## config.mk

```make
export PLATFORM = sky130hd
export DESIGN_NAME = wm_cycle_sequencer_flat
export DESIGN_NICKNAME = d
export VERILOG_FILES = /design/src/rtl/wm_cycle_sequencer_if.sv /design/src/rtl/wm_cycle_sequencer.sv /design/src/flat_wrapper.sv
export SDC_FILE = /design/constraint.sdc
export NUM_CORES = 1
export LEC_CHECK = 0
export ABC_CLOCK_PERIOD_IN_PS = 4800
export CORE_ASPECT_RATIO = 1.25
export CORE_MARGIN = 5
export CORE_UTILIZATION = 40
export DETAILED_ROUTE_END_ITERATION = 7
export PLACE_DENSITY = 0.7
export SLEW_MARGIN = 40
export SYNTH_ARGS = -nofsm -noshare
export SYNTH_HDL_FRONTEND = slang
export SYNTH_SLANG_ARGS = --single-unit
```

## constraint.sdc

```tcl
create_clock -name clk -period 4.8 [get_ports clk]
set_input_delay 0.96 -clock clk [delete_from_list [all_inputs] [get_ports clk]]
set_output_delay 0.96 -clock clk [all_outputs]
set_load 0.005 [all_outputs]
```

## src/rtl/wm_cycle_sequencer_if.sv

```systemverilog
// rtl/wm_cycle_sequencer_if.sv - Programme control and status bundle for the wash cycle sequencer.
// The door_closed/door_locked pair exists only when WM_DOOR_LOCK_EN is defined.
interface wm_cycle_sequencer_if #(
    parameter int TW = 5
);
    logic          start;
    logic          pause;
    logic          abort;
    logic [TW-1:0] wash_time;
    logic [TW-1:0] rinse_time;
    logic [TW-1:0] spin_time;
    logic          busy;
    logic [2:0]    phase;
    logic [TW-1:0] phase_remaining;
    logic [TW+2:0] remaining;
    logic          motor_on;
    logic          water_valve;
    logic          done;
`ifdef WM_DOOR_LOCK_EN
    logic          door_closed;
    logic          door_locked;

    modport master (
        output start, pause, abort, wash_time, rinse_time, spin_time, door_closed,
        input  busy, phase, phase_remaining, remaining, motor_on, water_valve, done, door_locked
    );
    modport slave (
        input  start, pause, abort, wash_time, rinse_time, spin_time, door_closed,
        output busy, phase, phase_remaining, remaining, motor_on, water_valve, done, door_locked
    );
`else
    modport master (
        output start, pause, abort, wash_time, rinse_time, spin_time,
        input  busy, phase, phase_remaining, remaining, motor_on, water_valve, done
    );
    modport slave (
        input  start, pause, abort, wash_time, rinse_time, spin_time,
        output busy, phase, phase_remaining, remaining, motor_on, water_valve, done
    );
`endif
endinterface

```

## src/rtl/wm_cycle_sequencer.sv

```systemverilog
// rtl/wm_cycle_sequencer.sv - WASH/RINSE/SPIN sequencer with minute prescaler and registered actuators.
// Optional door interlock enabled by defining WM_DOOR_LOCK_EN.
module wm_cycle_sequencer #(
    parameter int TICK_DIV = 4,
    parameter int TW       = 5
) (
    input  logic                  clk,
    input  logic                  rst,
    wm_cycle_sequencer_if.slave   bus
);
    localparam int PW = $clog2(TICK_DIV);
    localparam logic [PW-1:0] PRESC_LAST = PW'(TICK_DIV - 1);

    typedef enum logic [2:0] {
        S_IDLE  = 3'd0,
        S_WASH  = 3'd1,
        S_RINSE = 3'd2,
        S_SPIN  = 3'd3,
        S_DONE  = 3'd4
    } state_t;

    state_t        state, next_state;
    logic [TW-1:0] wash_q, rinse_q, spin_q, prem;
    logic [TW+2:0] rem;
    logic [PW-1:0] presc;
    logic [2:0]    phase_q;
    logic          busy_q, motor_q, valve_q, done_q, door_locked_q;
    logic          running, next_running, door_ok, hold_in, go, adv, tick, last;

    // First later phase with a nonzero time; zero-time phases are skipped entirely.
    function automatic state_t next_phase(state_t cur, logic [TW-1:0] w, logic [TW-1:0] r,
                                          logic [TW-1:0] s);
        if (cur == S_IDLE && w != '0) return S_WASH;
        if ((cur == S_IDLE || cur == S_WASH) && r != '0) return S_RINSE;
        if (cur != S_SPIN && s != '0) return S_SPIN;
        return S_DONE;
    endfunction

    function automatic logic [TW-1:0] time_of(state_t st, logic [TW-1:0] w, logic [TW-1:0] r,
                                              logic [TW-1:0] s);
        case (st)
            S_WASH:  return w;
            S_RINSE: return r;
            S_SPIN:  return s;
            default: return '0;
        endcase
    endfunction

    always_comb begin
        running = (state == S_WASH) || (state == S_RINSE) || (state == S_SPIN);
`ifdef WM_DOOR_LOCK_EN
        door_ok = bus.door_closed;
        hold_in = bus.pause || !bus.door_closed;
`else
        door_ok = 1'b1;
        hold_in = bus.pause;
`endif
        go   = (state == S_IDLE) && bus.start && !bus.abort && door_ok;
        adv  = running && !bus.abort && !hold_in;
        tick = adv && (presc == PRESC_LAST);
        last = tick && (prem <= TW'(1));
        next_state = state;
        case (state)
            S_IDLE:                 if (go) next_state = next_phase(S_IDLE, bus.wash_time,
                                                                    bus.rinse_time, bus.spin_time);
            S_WASH, S_RINSE, S_SPIN: begin
                if (bus.abort)  next_state = S_IDLE;
                else if (last)  next_state = next_phase(state, wash_q, rinse_q, spin_q);
            end
            default:                next_state = S_IDLE;
        endcase
        next_running = (next_state == S_WASH) || (next_state == S_RINSE) || (next_state == S_SPIN);
    end

    always_ff @(posedge clk) begin
        if (rst) begin
            state         <= S_IDLE;
            wash_q        <= '0;
            rinse_q       <= '0;
            spin_q        <= '0;
            prem          <= '0;
            rem           <= '0;
            presc         <= '0;
            phase_q       <= '0;
            busy_q        <= 1'b0;
            motor_q       <= 1'b0;
            valve_q       <= 1'b0;
            done_q        <= 1'b0;
            door_locked_q <= 1'b0;
        end else begin
            state         <= next_state;
            phase_q       <= next_state;
            busy_q        <= next_running;
            done_q        <= (next_state == S_DONE);
            door_locked_q <= next_running || (next_state == S_DONE);
            motor_q       <= ((next_state == S_WASH) || (next_state == S_SPIN)) && !hold_in;
            valve_q       <= ((next_state == S_WASH) || (next_state == S_RINSE)) && !hold_in;
            if (go) begin
                wash_q  <= bus.wash_time;
                rinse_q <= bus.rinse_time;
                spin_q  <= bus.spin_time;
                rem     <= (TW+3)'(bus.wash_time) + (TW+3)'(bus.rinse_time)
                         + (TW+3)'(bus.spin_time);
                prem    <= time_of(next_state, bus.wash_time, bus.rinse_time, bus.spin_time);
                presc   <= '0;
            end else if (!next_running) begin
                rem   <= '0;
                prem  <= '0;
                presc <= '0;
            end else if (adv) begin
                if (tick) begin
                    presc <= '0;
                    rem   <= rem - 1'b1;
                    prem  <= last ? time_of(next_state, wash_q, rinse_q, spin_q) : prem - 1'b1;
                end else begin
                    presc <= presc + 1'b1;
                end
            end
        end
    end

    assign bus.busy            = busy_q;
    assign bus.phase           = phase_q;
    assign bus.phase_remaining = prem;
    assign bus.remaining       = rem;
    assign bus.motor_on        = motor_q;
    assign bus.water_valve     = valve_q;
    assign bus.done            = done_q;
`ifdef WM_DOOR_LOCK_EN
    assign bus.door_locked     = door_locked_q;
`else
    logic unused_lock;
    assign unused_lock = door_locked_q;
`endif
endmodule
```

## src/flat_wrapper.sv

```systemverilog
// flat-port wrapper written by rule: the top's interface ports become plain ports
module wm_cycle_sequencer_flat 
#(
    parameter int TICK_DIV = 4,
    parameter int TW       = 5
)
  (clk, rst, bus_start, bus_pause, bus_abort, bus_wash_time, bus_rinse_time, bus_spin_time, bus_busy, bus_phase, bus_phase_remaining, bus_remaining, bus_motor_on, bus_water_valve, bus_done);
  wm_cycle_sequencer_if #(.TW(TW)) bus_i ();
  input  logic clk;
  input  logic rst;
  input wire logic [$bits(bus_i.start)-1:0] bus_start;
  input wire logic [$bits(bus_i.pause)-1:0] bus_pause;
  input wire logic [$bits(bus_i.abort)-1:0] bus_abort;
  input wire logic [$bits(bus_i.wash_time)-1:0] bus_wash_time;
  input wire logic [$bits(bus_i.rinse_time)-1:0] bus_rinse_time;
  input wire logic [$bits(bus_i.spin_time)-1:0] bus_spin_time;
  output wire logic [$bits(bus_i.busy)-1:0] bus_busy;
  output wire logic [$bits(bus_i.phase)-1:0] bus_phase;
  output wire logic [$bits(bus_i.phase_remaining)-1:0] bus_phase_remaining;
  output wire logic [$bits(bus_i.remaining)-1:0] bus_remaining;
  output wire logic [$bits(bus_i.motor_on)-1:0] bus_motor_on;
  output wire logic [$bits(bus_i.water_valve)-1:0] bus_water_valve;
  output wire logic [$bits(bus_i.done)-1:0] bus_done;
  assign bus_i.start = bus_start;
  assign bus_i.pause = bus_pause;
  assign bus_i.abort = bus_abort;
  assign bus_i.wash_time = bus_wash_time;
  assign bus_i.rinse_time = bus_rinse_time;
  assign bus_i.spin_time = bus_spin_time;
  assign bus_busy = bus_i.busy;
  assign bus_phase = bus_i.phase;
  assign bus_phase_remaining = bus_i.phase_remaining;
  assign bus_remaining = bus_i.remaining;
  assign bus_motor_on = bus_i.motor_on;
  assign bus_water_valve = bus_i.water_valve;
  assign bus_done = bus_i.done;
  wm_cycle_sequencer #(.TICK_DIV(TICK_DIV), .TW(TW)) u_core (.clk(clk), .rst(rst), .bus(bus_i));
endmodule
```

==> out/results.ini, run 1 <==
[run_status]
outcome=completed

[timing]
fin_crit_sh_pct=76.3
worst_pin_slew_ns=0.554
relSlewSlack_pct=62.7
fmax_mhz=273
drv_slew=0
rsz0062_at_grt=no
finalHoldViolCount=0
setup_tns_ns=0
fin_ws_ns=1.14
skew_ns=0.00588
period_needed_ns=3.66
finalSetupViolCount=0

[synthesis]
synthArstFlopShare_pct=0
synth_edf_count=0
ys_seq_area_share_pct=30.4
yosysTopAreaCell=dfxtp_1
synth_area_um2=2370
synth_fp_nets=320
yosys-top-cells-area=dfxtp_1 30%, ha_1 7.4%, a21oi_1 6.3%
avgSynthCellArea_um2=8.36
yosys_warnings=0
synth_seq_cells=36
synth.top_cell.area_share_pct=30.4
synthFlopType=dfxtp_1
synth.distinct_cells=56
syn_inst=284

[clock_tree]
cts.sinks=36
cts_buffers=5
cts.clk_slew.worst_paths_ns=0.07
h-tree-depth=2
hold_buffers=0
clk_latency_ns=0.29
cts_resized=0
cts_tree=built
root_buffer=clkbuf_8
cts_buffer_depth=2
post-cts-setup-buffers=0

[worst_setup_path]
slowest_stage=clkdlybuf4s50_1
cp-end-kind=register
max_stage_delay_ns=0.50
cp.required_ns=4.99
crit_fanout=5
worstSetupStartpointType=input pin
crit_buf_inv=1
crit_chain=clkdlybuf4s50_1 -> ha_1 -> fa_1 -> a21o_1 -> a21oi_1 -> xnor2_1 -> ha_1 -> nand2_1 -> o21ai_0 -> xnor2_1 -> nor2_1 -> a2bb2oi_1 -> o221a_2
critPathArrivalTime_ns=3.85
crit_type=in -> reg
path_delay_family=adder cells

[power_and_ir_drop]
power_uw=746
p_leak_uw=0.00104
ir_drop_uv=123
cellPowerDensity_nw_per_um2=259

[placement]
portBuffers=39
place_ws_ns=0.858
place_congestion=0.863
dpl.hpwl_um=4900

[floorplan]
die_w_um=78.9
fp-row-count=31
design.die.area_um2=7580
start_util_pct=41.1
core_um2=5780
ios=40
die_h_um=96.1

[grt]
grt_antenna_before_repair=0
grt.overflow.total=0
grt_pass1_vias=2127
grt_pass1_wl_um=10700
track_usage_pct=18.1
grt_max_degree=29

[layout]
area_growth_pct=21.6
final_layout_size_suffix_gt1_share_pct=10.0
post-route-util_pct=49.9
diodes=0
num-nets-final=355
final_cell_mix=38 x nand2_1, 38 x clkdlybuf4s50_1, 36 x dfxtp_1

[run]
max_cap_viol_count=0

[routing]
postRouteAntennaNets=0
wirelength_um=6630
post_drt_wl_per_cell_um=17.2
vias=2258
dr.pass1.iters=4
route.detailed.drc=0
viasPerCell=5.85
drt_iter0_drc=137

[hold_path]
hold_class=reg -> reg

metal layers:
layer | global-route usage, % | part of all wire (%) | vias to the layer above
li1 | - | - | 1107
met1 | 22.0 | 42 | 1058
met2 | 29.8 | 49 | 73
met3 | 4.12 | 5.9 | 20
met4 | 9.31 | 3.2 | 0
met5 | 0 | 0 | -
tightest hold or removal path, delay by kind of cell (launching register included):
family | cells | cell delay, ns
AO/OA/AOI/OAI | 1 | 0.05
AND/OR/NAND/NOR | 1 | 0.05
flip-flops | 1 | 0.32
layout make-up:
class | count | area, µm²
Clock buffer | 7 | 86.3
Fill cell | 549 | 2890
Inverter | 9 | 33.8
Sequential cell | 36 | 721
Multi-Input combinational cell | 225 | 1550
Clock inverter | 1 | 7.51
Timing Repair Buffer | 42 | 408
Tap cell | 66 | 82.6
path summary, 6_finish.rpt:
check	start	end	slack (ns)	depth (start not counted)
max reg2reg	u_core.presc[0]$_SDFFE_PP0P_	u_core.bus.phase_remaining[2]$_SDFFE_PP0P_	1.81	8
min reg2reg	u_core.wash_q[1]$_SDFFE_PP0P_	u_core.wash_q[1]$_SDFFE_PP0P_	0.47	2
max	bus_rinse_time[0]	u_core.bus.remaining[5]$_SDFFE_PP0P_	1.14	13
min	u_core.wash_q[1]$_SDFFE_PP0P_	u_core.wash_q[1]$_SDFFE_PP0P_	0.47	2
state kept, by name (all words and copies together), names as in the netlist:
register / flops
u_core.bus.done: 1
u_core.rinse_q: 5
u_core.bus.motor_on: 1
u_core.wash_q: 4
u_core.bus.phase_remaining: 5
u_core.bus.remaining: 8
u_core.bus.phase: 3
u_core.spin_q: 5
u_core.presc: 2
u_core.bus.water_valve: 1
u_core.bus.busy: 1
report_power, final:
| part | switching (µW) | internal, µW |
|---|---|---|
| registers | 10.5 | 310 |
| clock network | 109 | 117 |
| logic | 106 | 93.1 |
| total | 226 | 520 |
stage by stage:
step	std cells	hold WS [ns]	cell area (µm²)
after floorplan	284	0.432	2370
after global placement	378	0.443	2800
after detailed placement	378	0.451	2790
after CTS	386	0.462	2890
after global routing	386	0.487	2890
final	386	0.467	2890
cells by family after synthesis:
group	Yosys count	share of synthesized area [%]
xor gates and xnor gates	10	3.69
AOI/OAI and AO/OA	88	26.2
DFF	36	30.4
buffers and inverters	23	4.48
and+or+nand+nor	99	20.5
muxes	12	5.75
adders and majority gates	16	9.07
Yosys cell counts (3+ instances only):
cell	number
ha_1	14
nand3_1	4
clkbuf_1	10
nor4_1	3
a221oi_1	9
o21a_1	3
nor3_1	12
xnor2_1	7
xor2_1	3
mux2_1	4
a2111oi_2	3
o31ai_1	4
a21o_1	5
inv_1	9
mux2_2	5
or4_1	4
nand2_1	38
a21oi_1	30
dfxtp_1	36
o21ai_0	13
nor2_1	23
No activity file was read; power rests on OpenSTA's default activity.
==> run 2: changes to the inputs <==
Settings changed: ABC_CLOCK_PERIOD_IN_PS 4800 to 2990, PLACE_DENSITY 0.7 to 0.72.
Clock period 4.8 ns to 2.99 ns, I/O delays scaled along.
==> run 2 against run 1 <==
Via count grew 11%. Critical path depth is 2 lower. Global-route usage rose by 2.1 points. Count of clock-buffer cells in the layout is 2 lower. Largest cell class unchanged. Setup slack got worse by 1.0 ns. Worst hold slack lost 0.0093 ns. Highest routed layer unchanged.
==> out/results.ini, run 2 (same netlist as run 1, synthesis figures left out) <==
[clock_tree]
hold_buffers=0  ; unchanged
cts_buffers=5  ; unchanged
cts_buffer_depth=2  ; unchanged
cts_tree=built
cts.sinks=36  ; unchanged
clk_latency_ns=0.30  ; about the same
cts.clk_slew.worst_paths_ns=0.09  ; +0.02 ns
h-tree-depth=2  ; unchanged
root_buffer=clkbuf_8

[floorplan]
ios=40  ; unchanged
die_w_um=78.9  ; unchanged
start_util_pct=41.1  ; unchanged
design.die.area_um2=7580  ; unchanged
fp-row-count=31  ; unchanged
core_um2=5780  ; unchanged
die_h_um=96.1  ; unchanged

[hold_path]
hold_end=u_core.wash_q[1]$_SDFFE_PP0P_
whs_path_depth=2  ; unchanged
hold_class=reg -> reg
min_from=u_core.wash_q[1]$_SDFFE_PP0P_

[layout]
final_layout_size_suffix_gt1_share_pct=28.4  ; +18 points
area_growth_pct=44.8
stdcell_area_um2=3440  ; +19%
final_common_cell=buf_4
largest_reg_flops=8  ; unchanged
num-nets-final=415  ; +17%
final_cell_mix=61 x buf_4, 38 x nand2_1, 36 x dfxtp_1
post-route-util_pct=59.5  ; +9.5 points
diodes=0  ; unchanged

[grt]
grt_max_degree=28  ; -3.4%
grt_pass1_wl_um=11900  ; +12%
grt_pass1_vias=2575  ; +21%
track_usage_pct=20.2  ; +2.1 points
grt.overflow.total=0  ; unchanged
grt_antenna_before_repair=0  ; unchanged

[timing]
fmax_mhz=348
finalHoldViolCount=0  ; unchanged
period_needed_ns=2.87
relSlewSlack_pct=65.3  ; +2.6 points
finalSetupViolCount=0  ; unchanged
fin_ws_ns=0.117  ; -1.02 ns
fin_crit_sh_pct=96.1
skew_ns=0.0124  ; +0.00657 ns
worst_pin_slew_ns=0.517  ; -0.0373 ns
drv_slew=0  ; unchanged
hold_ws_ns=0.458  ; -0.00932 ns

[placement]
place_ws_ns=-0.434  ; -1.29 ns
portBuffers=39  ; unchanged
place_congestion=0.879  ; +1.9%
dpl.hpwl_um=5400  ; +10%
dpl_cell_area_um2=3210  ; +15%

[routing]
dr.pass1.iters=5  ; +1
post_drt_wl_per_cell_um=15.9  ; -7.5%
drt_iter0_drc=168  ; +23%
vias=2513  ; +11%
wirelength_um=7090  ; +6.9%
viasPerCell=5.63  ; -3.7%
route.detailed.drc=0  ; unchanged
postRouteAntennaNets=0  ; unchanged

[worst_setup_path]
crit_type=in -> reg
cp-end-kind=register
r2r_start=u_core.presc[0]$_SDFFE_PP0P_
crit_fanout=5  ; unchanged
critPathArrivalTime_ns=3.07  ; -0.78 ns
crit_start=bus_spin_time[0]
r2r_end=u_core.bus.phase_remaining[0]$_SDFFE_PP0P_
r2r_cells=11  ; +3
cp.required_ns=3.18  ; -1.81 ns
worstSetupStartpointType=input pin
regToRegSetupSlack_ns=0.18  ; -1.63 ns

[run]
max_cap_viol_count=0  ; unchanged

[power_and_ir_drop]
cellPowerDensity_nw_per_um2=376  ; +45%
p_leak_uw=0.00138  ; +32%
ir_drop_uv=246  ; +100%
power_uw=1290  ; +73%

[run_status]
outcome=completed

-- run 2: changes by cell type in the layout (fill, tap and decap cells not counted), sizes merged --
| cell | change |
|---|---|
| dlymetal6s2s | +3 |
| buf | +59 |
| clkbuf | -2 |
| clkdlybuf4s50 | -5 |
| clkinvlp | +1 |
| dlygate4sd2 | +3 |
| clkinv | +1 |
-- run 2: per-stage QoR --
step                TNS [ns]  cells
finish                     0    446
global route         -0.0535    446
CTS                        0    445
detailed placement     -3.50    433
global placement       -3.16    433
floorplan                  0    284
-- run 2: timing repair --
action	in CTS	in global routing
setup endpoints to repair	8	8
buffers inserted	4	1
gates resized for setup	8	17
pin swaps	7	5
-- run 2: worst max path at each step --
stage / endpoint
after global routing: u_core.bus.phase_remaining[0]$_SDFFE_PP0P_
final: u_core.bus.phase_remaining[0]$_SDFFE_PP0P_
after CTS: u_core.bus.phase_remaining[4]$_SDFFE_PP0P_
after global placement: u_core.bus.remaining[5]$_SDFFE_PP0P_
after floorplan: u_core.bus.remaining[5]$_SDFFE_PP0P_
after detailed placement: u_core.bus.remaining[5]$_SDFFE_PP0P_
-- run 2: worst max-delay path, cell delays in order --
cell             delay (ns)
clkdlybuf4s50_1        0.42
or4_1                  0.58
nor2_1                 0.12
o31ai_1                0.09
buf_4                  0.15
a22oi_4                0.19
buf_6                  0.15
buf_4                  0.10
mux2_2                 0.34
a221oi_2               0.25
nor4_1                 0.08
-- run 2: final cells by class --
| type | count | area, µm² |
|---|---|---|
| fillers | 519 | 2340 |
| repair buffers | 102 | 875 |
| well taps | 66 | 82.6 |
| inverters | 9 | 33.8 |
| clock inverters | 3 | 23.8 |
| flip-flops and latches | 36 | 721 |
| clock buffers | 5 | 68.8 |
| multi-input cells | 225 | 1630 |
-- run 2: report_power, final --
| group | total [µW] | switching (µW) | internal (µW) |
|---|---|---|---|
| Clock | 366 | 201 | 165 |
| Combinational | 411 | 196 | 215 |
| Sequential | 514 | 15.9 | 498 |
| Total | 1290 | 413 | 878 |
-- run 2: metal layers --
metal / track usage, % / wire length (µm) / vias to the layer above
li1: - / - / 1239
met1: 22.1 / 2880 / 1177
met2: 38.0 / 3670 / 79
met3: 3.93 / 318 / 18
met4: 8.45 / 219 / 0
met5: 0 / 0 / -
